[config.mk]
export PLATFORM = sky130hd
export DESIGN_NAME = quadrature_encoder_simple
export DESIGN_NICKNAME = d
export VERILOG_FILES = /design/src/rtl/quadrature_encoder_simple.sv
export SDC_FILE = /design/constraint.sdc
export NUM_CORES = 1
export LEC_CHECK = 0
export BUFFER_PORTS_ARGS = -buffer_cell sky130_fd_sc_hd__buf_2
export CAP_MARGIN = 20
export CORE_ASPECT_RATIO = 1.1
export CORE_MARGIN = 5
export CORE_UTILIZATION = 50
export CTS_CLUSTER_DIAMETER = 50
export CTS_CLUSTER_SIZE = 14
export DETAILED_ROUTE_END_ITERATION = 10
export HOLD_SLACK_MARGIN = 0.12
export MAX_ROUTING_LAYER = met4
export PLACE_DENSITY = 0.7
export SETUP_SLACK_MARGIN = 0.05
export SLEW_MARGIN = 40
export SYNTH_ARGS = -nofsm -noshare
export SYNTH_HDL_FRONTEND = slang
export SYNTH_SLANG_ARGS = --single-unit
[constraint.sdc]
create_clock -name clk -period 4.1 [get_ports clk]
set_clock_uncertainty 0.1 [all_clocks]
set_input_delay 0.41 -clock clk [delete_from_list [all_inputs] [get_ports clk]]
set_output_delay 0.41 -clock clk [all_outputs]
set_load 0.01 [all_outputs]
[src/rtl/quadrature_encoder_simple.sv]
// Quadrature (A,B) decoder: per-channel synchronizer, stability filter and x4 step counter.
// A new (A,B) state is accepted only after FILTER_CYCLES identical synchronized samples.
module quadrature_encoder_simple #(
  parameter int unsigned SYNC_STAGES   = 2,
  parameter int unsigned FILTER_CYCLES = 3
) (
  input  logic               clk,
  input  logic               a,
  input  logic               b,
  input  logic               reset,
  output logic signed [31:0] counter,
  output logic               cw,
  output logic               ccw
);

  localparam int unsigned CntW = $clog2(FILTER_CYCLES + 1);
  localparam logic [CntW-1:0] CntMax = CntW'(FILTER_CYCLES);

  logic [SYNC_STAGES-1:0] sync_a_q, sync_b_q, valid_q;
  logic [1:0]             sync_ab;
  logic [1:0]             samp_q, samp_d;
  logic [CntW-1:0]        cnt_q, cnt_d;
  logic [1:0]             acc_q, acc_d;
  logic                   primed_q, primed_d;
  logic signed [31:0]     counter_q, counter_d;
  logic                   cw_q, cw_d, ccw_q, ccw_d;
  logic                   accept, step_cw, step_ccw;

  assign sync_ab = {sync_a_q[SYNC_STAGES-1], sync_b_q[SYNC_STAGES-1]};

  // valid_q marks when the chain holds real input samples rather than reset zeros,
  // so a stale 00 can never be accepted as the first state after reset.
  always_ff @(posedge clk or posedge reset) begin
    if (reset) begin
      sync_a_q <= '0;
      sync_b_q <= '0;
      valid_q  <= '0;
    end else begin
      sync_a_q <= {sync_a_q[SYNC_STAGES-2:0], a};
      sync_b_q <= {sync_b_q[SYNC_STAGES-2:0], b};
      valid_q  <= {valid_q[SYNC_STAGES-2:0], 1'b1};
    end
  end

  always_comb begin
    samp_d = samp_q;
    cnt_d  = cnt_q;
    if (valid_q[SYNC_STAGES-1]) begin
      if (sync_ab != samp_q) begin
        samp_d = sync_ab;
        cnt_d  = CntW'(1);
      end else if (cnt_q != CntMax) begin
        cnt_d = cnt_q + 1'b1;
      end
    end
  end

  always_comb begin
    step_cw  = 1'b0;
    step_ccw = 1'b0;
    case ({acc_q, samp_q})
      4'b00_10, 4'b10_11, 4'b11_01, 4'b01_00: step_cw  = 1'b1;
      4'b00_01, 4'b01_11, 4'b11_10, 4'b10_00: step_ccw = 1'b1;
      default: ;
    endcase
  end

  // The first accepted state after reset only seeds acc_q; it is never counted.
  always_comb begin
    accept    = (cnt_q == CntMax) && (!primed_q || (samp_q != acc_q));
    acc_d     = acc_q;
    primed_d  = primed_q;
    counter_d = counter_q;
    cw_d      = 1'b0;
    ccw_d     = 1'b0;
    if (accept) begin
      acc_d    = samp_q;
      primed_d = 1'b1;
      if (primed_q && step_cw) begin
        counter_d = counter_q + 32'sd1;
        cw_d      = 1'b1;
      end else if (primed_q && step_ccw) begin
        counter_d = counter_q - 32'sd1;
        ccw_d     = 1'b1;
      end
    end
  end

  always_ff @(posedge clk or posedge reset) begin
    if (reset) begin
      samp_q    <= '0;
      cnt_q     <= '0;
      acc_q     <= '0;
      primed_q  <= 1'b0;
      counter_q <= '0;
      cw_q      <= 1'b0;
      ccw_q     <= 1'b0;
    end else begin
      samp_q    <= samp_d;
      cnt_q     <= cnt_d;
      acc_q     <= acc_d;
      primed_q  <= primed_d;
      counter_q <= counter_d;
      cw_q      <= cw_d;
      ccw_q     <= ccw_d;
    end
  end

  assign counter = counter_q;
  assign cw      = cw_q;
  assign ccw     = ccw_q;

endmodule

[Yosys cells after proc, flatten, opt, wreduce, memory -nomap -nowiden]
Cells that the tools add are included.
Operators by class
  $add $sub $neg: 3
  multiply operators: 0
  div/mod/pow operators: 0
  magnitude comparators: 0
  eq/ne operators: 12
  shift-type cells: 0
  mux-type cells: 11
  bitwise gates (word level): 0
  reductions and logical operators: 12
Operators by type and width (count)
  $mux W32: 2
  $add A32 B2 Y32 const B: 1
  $sub A32 B2 Y32 const B: 1
  $eq A4 B4 Y1 const B: 4
  $eq A4 B3 Y1 const B: 2
  $reduce_or A4 Y1: 2
  $mux W1: 7
  $reduce_and A2 Y1: 3
  $eq A4 B1 Y1 const B: 1
  $eq A4 B2 Y1 const B: 1
  $mux W2: 2
  $ne A2 B2 Y1: 2
  $reduce_bool A2 Y1: 2
  $logic_and A1 B1 Y1: 3
  $add A2 B1 Y2 const B: 1
  $eq A2 B2 Y1 const B: 1
  $ne A2 B2 Y1 const B: 1
  $logic_not A1 Y1: 1
  $logic_or A1 B1 Y1: 1
Storage, ports and cells
  register bits after elaboration: 47
  bits in latches: 0
  memory bits (writable): 0
  memory bits (read-only): 0
  input bits: 4
  output and inout port bits: 34
  logic and storage cells: 48
  memories: 0

[Longest topological paths before layout]
Gate-level depths: netlist of the first run.
  word-level depth: 7
  gate-level depth with buffers: 12
  gate-level depth less buffers: 12

[Worst setup path after synthesis of the first run]
No wires, ideal clock.
  kind: register to register
  start point: reg samp_q[0]
  end point: reg counter_q[31], in the netlist counter[31]
  library setup time: 0.132 ns
  arrival time: 3.351 ns
  required time: 3.868 ns
  path slack: 0.517 ns
  stages on the path, launching flop included: 12
  path buffers: 0
  clock period less this slack: 3.583 ns
  cells stage by stage: dfrtp_1 xnor2_1 nand3_1 ha_1 a21oi_2 o211ai_2 and4_1 o21ai_1 a211oi_2 o22ai_2 mux2i_1 o211ai_1
On the way
  cells in the longest elaborated chain, start to end: 6
  elaborated cells on any way between the ends: 20
  classes of those cells: eq/ne: 9; mux: 3; reduce/logical: 8
RTL lines
  start: declaration: RTL line 21  | logic [1:0] samp_q, samp_d;
  start signal: assignment: RTL line 99  | samp_q <= samp_d;
  $eq A4 B2 Y1 (tied with other cells): RTL line 61  | case ({acc_q, samp_q})
  $reduce_or A4 Y1: RTL line 61
  $mux W1: RTL line 61
  $logic_and A1 B1 Y1, on equally long branches: RTL line 79, 82
  $reduce_bool A2 Y1 (no line)
  $reduce_and A2 Y1 (no line)
  end signal: assignment: RTL line 103  | counter_q <= counter_d;
  end: declaration: RTL line 25  | logic signed [31:0] counter_q, counter_d;
Parallel ways exist; a longest one is shown, timed or not.
A chain may end at the register's enable or synchronous reset.

[Worst setup path after layout of the first run]
  start point: reg samp_q[1]
  end point: reg counter_q[28], in the netlist counter[28]
Same word-level chain as after synthesis.

==> results.yml, run 1 <==
clocking:
  htreeDepth: 2
  numCtsBuffers: 5
  cts_root_buf: "clkbuf_8"
  cts.sinks: 47
  cts_tree: "built"
  post_cts_buffers: 0
  cts_buffer_depth: 2
  clk_latency_ns: 0.31
  clk_pin_slew_ns: 0.11
floorplan:
  core-area_um2: 6630
  die_x_um: 88.8
  core.rowCount: 31
  dieArea_um2: 8590
  initial_core_util_pct: 51.5
  io_pins: 38
  die_h_um: 96.7
critical_path:
  r2r_end: "counter[28]$_DFFE_PP0P_"
  slowest_stage: "o41ai_2"
  crit_buf_inv: 2
  start_kind: "flip-flop"
  critical_path_class: "reg2reg"
  r2r_setup_slack_ns: 0.74
  path_common_cell: "xor2_1"
  cp_num_cells: 13
  cp.arrival_ns: 3.51
  path_cells: "xor2_1 -> nand3_1 -> buf_12 -> inv_1 -> fa_1 -> and2b_1 -> o211ai_1 -> a31oi_1 -> nor2_1 -> o41ai_2 -> a211oi_1 -> xor2_1 -> o21ai_1"
  cp_max_fo: 33
  critPathCaptureType: "flip-flop"
  critPathMaxStageDelay_ns: 0.51
  cp_top_family: "compound AO/OA/AOI/OAI gates"
  cp_data_required_time_ns: 4.24
  worstReg2RegStart: "samp_q[1]$_DFFE_PP0P_"
  startpoint: "samp_q[1]$_DFFE_PP0P_"
  r2r_cells: 13
final_layout:
  finish.utilization_pct: 57.3
  antennaDiodeCount: 0
  final_cells: 505
  fin_nets: 458
  fill_cells: 592
  areaGrowthSynthToFinish_pct: 11.2
  drive_above_1_share_pct: 14.9
worst_hold_path:
  hold_path_end: "sync_b_q[1]$_DFF_PP0_"
  hold_depth: 0
  hold_class: "reg2reg"
  min-delay-start: "sync_b_q[0]$_DFF_PP0_"
synth:
  seq_area_frac_synth_pct: 34.4
  synthArstFlopShare_pct: 100
  synthCells: 390
  ys_warn_count: 0
  ys.flop_type: "dfrtp_1"
  synth_area_um2: 3420
  synth.avg_cell_area_um2: 8.76
  synth_top_cell_area_share_pct: 34.4
  yosys.cell_types.count: 58
  synth_nets: 426
  synth_edf_count: 0
  yosysTopAreaCell: "dfrtp_1"
  synth_common_cells: "52 x nand2_1, 47 x dfrtp_1, 31 x ha_1"
  synth.most_common_cell: "nand2_1"
  synth_area_leaders: "dfrtp_1 34%, ha_1 11%, xnor2_1 5.9%, nand2_1 5.7%, a21oi_1 4.2%"
  synth_seq_cells: 47
detailed_routing:
  dr.pass1.iters: 4
  drtIter0Drc: 159
  routed_wl_mm: 7.36
  wl_per_cell_um: 14.6
  viasPerCell: 5.70
  route.detailed.drc: 0
  via_count: 2876
  ant_nets: 0
sta:
  finalCriticalPeriod_ns: 3.36
  setup_viol: 0
  worstMarginPinSlew_ns: 0.653
  rsz0062_at_grt: "false"
  hold_viol: 0
  finalMaxSlewViolations: 0
  finalCritPeriodShare_pct: 82.0
  slew_headroom_pct: 56.4
  fmax_mhz: 297
  tns_ns: 0
grt:
  grt_pass1_wl_mm: 12.9
  grt_max_degree: 48
  antenna_found_initial: 0
  grt_overflow: 0
  grt_pass1_vias: 2822
  track_usage_pct: 18.6
placement:
  port-buffer-count: 37
  dpl.hpwl_mm: 5.55
  place_congestion: 0.878
  numPlacedInstances: 494
run:
  cap_viol_max_count: 0
run_status:
  status: "completed"
-- worst reg2reg max path, cell delays in order (launching register included) --
cell and delay [ns]:
dfrtp_1 0.43, xor2_1 0.19, nand3_1 0.14, buf_12 0.21, inv_1 0.09, fa_1 0.39
and2b_1 0.22, o211ai_1 0.11, a31oi_1 0.29, nor2_1 0.14, o41ai_2 0.51, a211oi_1 0.17
xor2_1 0.17, o21ai_1 0.13
-- worst max-delay path by stage --
| stage | endpoint | slack [ns] |
|---|---|---|
| finish | counter[28]$_DFFE_PP0P_ | 0.74 |
| global placement | counter[28]$_DFFE_PP0P_ | 0.88 |
| CTS | counter[28]$_DFFE_PP0P_ | 0.70 |
| detailed placement | counter[28]$_DFFE_PP0P_ | 0.70 |
| floorplan | counter[31]$_DFFE_PP0P_ | 0.52 |
| global route | counter[28]$_DFFE_PP0P_ | 0.47 |
-- kinds of logic after synthesis --
| group | Yosys count | share of synthesized area [%] |
|---|---|---|
| mux | 8 | 2.53 |
| simple gates | 113 | 15.4 |
| xor+xnor | 32 | 8.20 |
| compound gates | 128 | 24.2 |
| fa+ha+maj | 32 | 11.9 |
| buf+inv | 29 | 3.29 |
| flops | 47 | 34.4 |
| other cells | 1 | 0.110 |
-- placed cells by master (no fill, tap or decap), types with 9 or more instances in the layout --
cell     count
a21oi_1     29
nor2_1      18
buf_2       37
xnor2_1     23
ha_1        31
inv_1       11
o21ai_1     18
o21ai_0     24
dfrtp_1     47
xor2_1       9
a21o_1      14
nand2_1     52
-- registers in the layout, indices dropped and copies added, names as in the netlist --
| name | cells |
|---|---|
| primed_q | 1 |
| cw | 1 |
| valid_q | 2 |
| ccw | 1 |
| acc_q | 2 |
| counter | 32 |
| sync_a_q | 2 |
| cnt_q | 2 |
| sync_b_q | 2 |
| samp_q | 2 |
-- metrics by stage --
stage / worst slack, ns / area, um2 / hold slack [ns]
finish: 0.737 / 3800 / 0.260
global route: 0.470 / 3800 / 0.276
CTS: 0.697 / 3800 / 0.262
detailed placement: 0.702 / 3680 / 0.239
global placement: 0.876 / 3670 / 0.233
floorplan: 0.517 / 3420 / 0.231
-- final cells by class --
cell class / count / area (um2) / area share [%]
timing repair buffer: 42 / 243 / 6.38
clock buffer: 5 / 68.8 / 1.81
inverter: 12 / 47.5 / 1.25
multi-input combinational: 314 / 2140 / 56.2
sequential: 47 / 1180 / 30.9
tap: 82 / 103 / 2.70
clock inverter: 3 / 27.5 / 0.724
-- timing repair --
action / CTS / global route
hold buffers: 3 / 0
hold endpoints to repair: 49 / 0
gates resized for setup: 0 / 0
-- metal layers --
layer	track usage (%)	vias up	part of all wire, %	routed length (um)
met1	25.7	1350	48	3530
met3	2.72	6	3.8	278
met4	4.19	0	1.1	84
met5	-	-	0	0
li1	-	1470	-	-
met2	28.6	50	47	3480
Power of run 1 is not shown: default switching activity piles up to over one toggle a cycle in this logic, so the estimate is an artifact.
==> inputs of run 2 (changes only) <==
Clock period 4.1 ns to 3.1 ns, I/O delays scaled along.
==> run 2 against run 1 <==
  * The flow now finishes with violations (negative setup slack)
  * Cell count increased by 9.7%
  * First-iteration DRC count increased by 16%
  * Count of clock-buffer cells in the layout unchanged
  * Register-to-register slack got worse by 0.74 ns
  * Setup slack got worse by 0.74 ns
  * Routed wire length increased by 25%
  * Critical path depth decreased by 1
  * Non-clock buffer count increased by 48
  * Die area unchanged
  * Global-route usage increased by 1.8 points
  * Highest routed layer unchanged
==> results.yml, run 2 (synthesis gave the netlist of run 1 again) <==
floorplan:
  core-area_um2: 6630
  dieArea_um2: 8590
  die_h_um: 96.7
  initial_core_util_pct: 51.5
  die_x_um: 88.8
  core.rowCount: 31
  io_pins: 38
final_layout:
  antennaDiodeCount: 0
  final_cells: 554
  final_area_um2: 4520
  drive_above_1_share_pct: 34.3
  areaGrowthSynthToFinish_pct: 32.4
  largest_reg_flops: 32
  fin_nets: 507
  fill_cells: 518
  final_common_cell: "nand2_1"
  mostFrequentLayoutCells: "51 x nand2_1, 47 x dfrtp_1, 46 x buf_4, 37 x buf_2, 23 x a21oi_1"
run_status:
  status: "complete, but fails checks"
  violations: "negative setup slack"
grt:
  track_usage_pct: 20.3
  antenna_found_initial: 0
  grt_overflow: 0
  grt_pass1_vias: 3064
  grt_pass1_wl_mm: 14.2
  grt_max_degree: 48
placement:
  post_dp_cell_area_um2: 3890
  port-buffer-count: 37
  place_congestion: 0.891
  dpl.hpwl_mm: 6.04
  numPlacedInstances: 523
critical_path:
  cp_data_required_time_ns: 3.21
  slowest_stage: "dfrtp_1"
  critPathMaxStageDelay_ns: 0.42
  cp_max_fo: 7
  start_kind: "flip-flop"
  path_cells: "xnor2_2 -> nand3_4 -> buf_12 -> ha_1 -> a21o_1 -> a31oi_2 -> nor2_1 -> a311oi_2 -> o211ai_1 -> o21ai_1 -> nor4b_2 -> nand3b_1"
  cp.arrival_ns: 3.22
  critical_path_class: "reg2reg"
  critPathCaptureType: "flip-flop"
sta:
  finalCritPeriodShare_pct: 100
  setup_slack_ns: -0.00315
  worstMarginPinSlew_ns: 0.688
  finalMaxSlewViolations: 0
  setup_viol: 1
  whs_ns: 0.264
  rsz0062_at_grt: "true"
  tns_ns: -0.00315
  fmax_mhz: 322
  slew_headroom_pct: 54.0
  finalCriticalPeriod_ns: 3.10
  hold_viol: 0
clocking:
  numCtsBuffers: 5
  cts_tree: "built"
  clk_pin_slew_ns: 0.10
  cts_buffer_depth: 2
  cts.sinks: 47
  clk_latency_ns: 0.32
  htreeDepth: 2
  cts_root_buf: "clkbuf_8"
run:
  cap_viol_max_count: 0
detailed_routing:
  viasPerCell: 5.89
  route.detailed.drc: 0
  drtIter0Drc: 185
  ant_nets: 0
  routed_wl_mm: 9.22
  via_count: 3264
  dr.pass1.iters: 6
  wl_per_cell_um: 16.6
worst_hold_path:
  hold_class: "reg2reg"
[run 2: changes by cell type in the layout (fill, tap and decap cells not counted), moves of 3 or more]
cell,change
ha_4,+9
ha_2,+3
o21ai_2,+4
nor2_1,-4
a21oi_2,+6
nor2_2,+4
a21oi_1,-6
buf_4,+45
ha_1,-12
[run 2: final timing paths]
| path | startpoint | end | slack (ns) | cells past startpoint |
|---|---|---|---|---|
| setup / recovery | samp_q[0]$_DFFE_PP0P_ | counter[30]$_DFFE_PP0P_ | -0.003 | 12 |
| max in group asynchronous | reset | counter[16]$_DFFE_PP0P_ | 1.99 | 3 |
| min in group asynchronous | reset | counter[27]$_DFFE_PP0P_ | 0.51 | 3 |
| hold reg to reg | valid_q[0]$_DFF_PP0_ | valid_q[1]$_DFF_PP0_ | 0.26 | 0 |
| hold / removal | valid_q[0]$_DFF_PP0_ | valid_q[1]$_DFF_PP0_ | 0.26 | 0 |
| setup reg to reg | samp_q[0]$_DFFE_PP0P_ | counter[30]$_DFFE_PP0P_ | -0.003 | 12 |
[run 2: critical path: cells and delay by family, from the launching register on]
kind            cells  cell delay [ns]
compound gates      5             1.17
simple gates        4             0.56
flops               1             0.42
fa+ha+maj           1             0.28
xor+xnor            1             0.23
buf+inv             1             0.22
[run 2: what timing repair did]
item | in CTS | in global routing
gates resized for setup | 9 | 56
hold buffers | 3 | 0
endpoints found under the setup margin | 14 | 18
pin swaps | 1 | 39
endpoints found under the hold margin | 49 | 0
cloned | 0 | 2
buffers inserted | 2 | 16
[run 2: cell type report]
| class | count | area, um2 | area share [%] |
|---|---|---|---|
| Tap cell | 82 | 103 | 2.27 |
| Clock inverter | 3 | 27.5 | 0.608 |
| Sequential cell | 47 | 1180 | 26.0 |
| Multi-Input combinational cell | 315 | 2470 | 54.6 |
| Timing Repair Buffer | 90 | 628 | 13.9 |
| Clock buffer | 5 | 68.8 | 1.52 |
| Inverter | 12 | 50.0 | 1.11 |
[run 2: metrics by stage]
stage / setup slack, ns / utilization [%]
after floorplan: 0.0661 / -
after global routing: -0.140 / 68.2
after detailed placement: -0.175 / 58.7
after global placement: -0.0791 / 58.7
final: -0.00315 / 68.2
after CTS: 0.0374 / 61.7
[run 2: per-layer routing]
metal  part of all wire [%]  global-route usage [%]  wire, um
met3                    3.5                    2.72       323
met4                    2.5                    5.35       231
met5                      0                       -         0
met1                     44                    26.9      4020
met2                     50                    32.5      4640
Power of run 2 is left out for the same reason.
==> inputs of run 3 (changes only) <==
Settings changed: PLACE_DENSITY 0.7 to default, PLACE_DENSITY_LB_ADDON from default to 0.25.
==> run 3 against run 2 <==
  * The flow still finishes with violations (negative setup slack)
  * Sequential share of layout area increased by 1.4 points
  * Routed wire length down 10%
  * Cell area down 4.9%
==> results.yml, run 3 (synthesis gave the netlist of run 1 again) <==
run_status:
  status: "complete, but fails checks"
  violations: "negative setup slack"
detailed_routing:
  route.detailed.drc: 0
  routed_wl_mm: 8.26
  drtIter0Drc: 141
  dr.pass1.iters: 4
  viasPerCell: 5.69
  ant_nets: 0
  wl_per_cell_um: 15.1
  via_count: 3107
sta:
  slew_headroom_pct: 61.9
  setup_slack_ns: -0.0186
  finalCritPeriodShare_pct: 101
  fmax_mhz: 321
  rsz0062_at_grt: "true"
  hold_viol: 0
  finalMaxSlewViolations: 0
  worstMarginPinSlew_ns: 0.571
  finalCriticalPeriod_ns: 3.12
  setup_viol: 1
final_layout:
  drive_above_1_share_pct: 29.3
  final_common_cell: "nand2_1"
  areaGrowthSynthToFinish_pct: 25.8
  antennaDiodeCount: 0
  mostFrequentLayoutCells: "52 x nand2_1, 44 x dfrtp_1, 41 x buf_4, 37 x buf_2, 27 x a21oi_1"
  largest_reg_flops: 32
  fill_cells: 552
  final_cells: 546
  fin_nets: 499
placement:
  port-buffer-count: 37
  place_congestion: 0.918
  dpl.hpwl_mm: 5.87
  place_ws_ns: -0.0724
  numPlacedInstances: 525
floorplan:
  core-area_um2: 6630
  io_pins: 38
  die_x_um: 88.8
  die_h_um: 96.7
  dieArea_um2: 8590
  initial_core_util_pct: 51.5
  core.rowCount: 31
grt:
  antenna_found_initial: 0
  busiest_layer: "met2"
  track_usage_pct: 19.3
  use_met3_pct: 3.40
  grt_overflow: 0
  global_route.usage.met1_pct: 25.4
  grt_pass1_wl_mm: 13.4
  gr-usage-met2_pct: 30.9
  grt_max_degree: 48
  grt_pass1_vias: 2944
critical_path:
  cp_max_fo: 6
  cp_top_family: "compound AO/OA/AOI/OAI gates"
  path_cells: "xnor2_4 -> nand3_4 -> buf_4 -> ha_1 -> a21oi_1 -> o211ai_2 -> nand4_1 -> a21oi_2 -> a41oi_2 -> o31ai_2 -> xnor2_1 -> o21ai_1"
  cp_data_required_time_ns: 3.20
  slowest_stage: "dfrtp_2"
  critPathMaxStageDelay_ns: 0.45
  start_kind: "flip-flop"
  crit_buf_inv: 1
  cp.arrival_ns: 3.22
  critical_path_class: "reg2reg"
  critPathCaptureType: "flip-flop"
clocking:
  numCtsBuffers: 5
  clk_latency_ns: 0.31
  clk_pin_slew_ns: 0.10
  cts_buffer_depth: 2
  cts_root_buf: "clkbuf_8"
  htreeDepth: 2
  cts.sinks: 47
  cts_tree: "built"
run:
  cap_viol_max_count: 0
worst_hold_path:
  hold_class: "reg2reg"
## run 3: changes by cell type in the layout (fill, tap and decap cells not counted), moves of 2 or more
cell / delta
ha_1: +6
ha_4: -6
buf_4: -5
a21oi_1: +4
a21oi_2: -4
dfrtp_1: -3
dfrtp_2: +3
buf_6: -2
xnor2_2: -2
xor2_2: -2
## run 3: layout make-up
cell class	count	area (um2)	share of cell area [%]
well taps	82	103	2.39
flip-flops and latches	47	1180	27.4
repair buffers	82	538	12.5
clock inverters	3	27.5	0.640
clock buffers	5	68.8	1.60
inverters	12	47.5	1.11
multi-input cells	315	2340	54.3
## run 3: through the flow
stage | TNS (ns) | hold WS, ns | instance area [um2] | utilization [%]
4_1_cts | 0 | 0.262 | 4060 | 61.3
3_3_place_gp | 0 | 0.234 | 3910 | 58.9
6_report | -0.0186 | 0.260 | 4300 | 64.9
5_1_grt | -0.899 | 0.264 | 4300 | 64.9
2_1_floorplan | 0 | 0.231 | 3430 | -
3_5_place_dp | -0.148 | 0.240 | 3910 | 58.9
## run 3: metal layers
metal | up-vias | wire length [um]
met5 | - | 0
met4 | 0 | 84
met3 | 8 | 277
met2 | 46 | 4100
met1 | 1503 | 3790
li1 | 1550 | -
## run 3: final timing paths
kind                                            to  slack (ns)  cells after the start             startpoint
setup / recovery           counter[29]$_DFFE_PP0P_       -0.02                     12  samp_q[0]$_DFFE_PP0P_
max in group asynchronous    samp_q[0]$_DFFE_PP0P_        1.98                      3                  reset
setup reg to reg           counter[29]$_DFFE_PP0P_       -0.02                     12  samp_q[0]$_DFFE_PP0P_
hold reg to reg              sync_b_q[1]$_DFF_PP0_        0.26                      0  sync_b_q[0]$_DFF_PP0_
hold / removal               sync_b_q[1]$_DFF_PP0_        0.26                      0  sync_b_q[0]$_DFF_PP0_
min in group asynchronous  counter[24]$_DFFE_PP0P_        0.51                      3                  reset
## run 3: timing repair
item	in CTS	in global routing
pin swaps	0	21
hold endpoints to repair	49	0
resized for setup	5	35
gates cloned	0	1
buffers inserted	0	9
hold buffers	3	0
endpoints found under the setup margin	9	18
Power of run 3 is left out for the same reason.
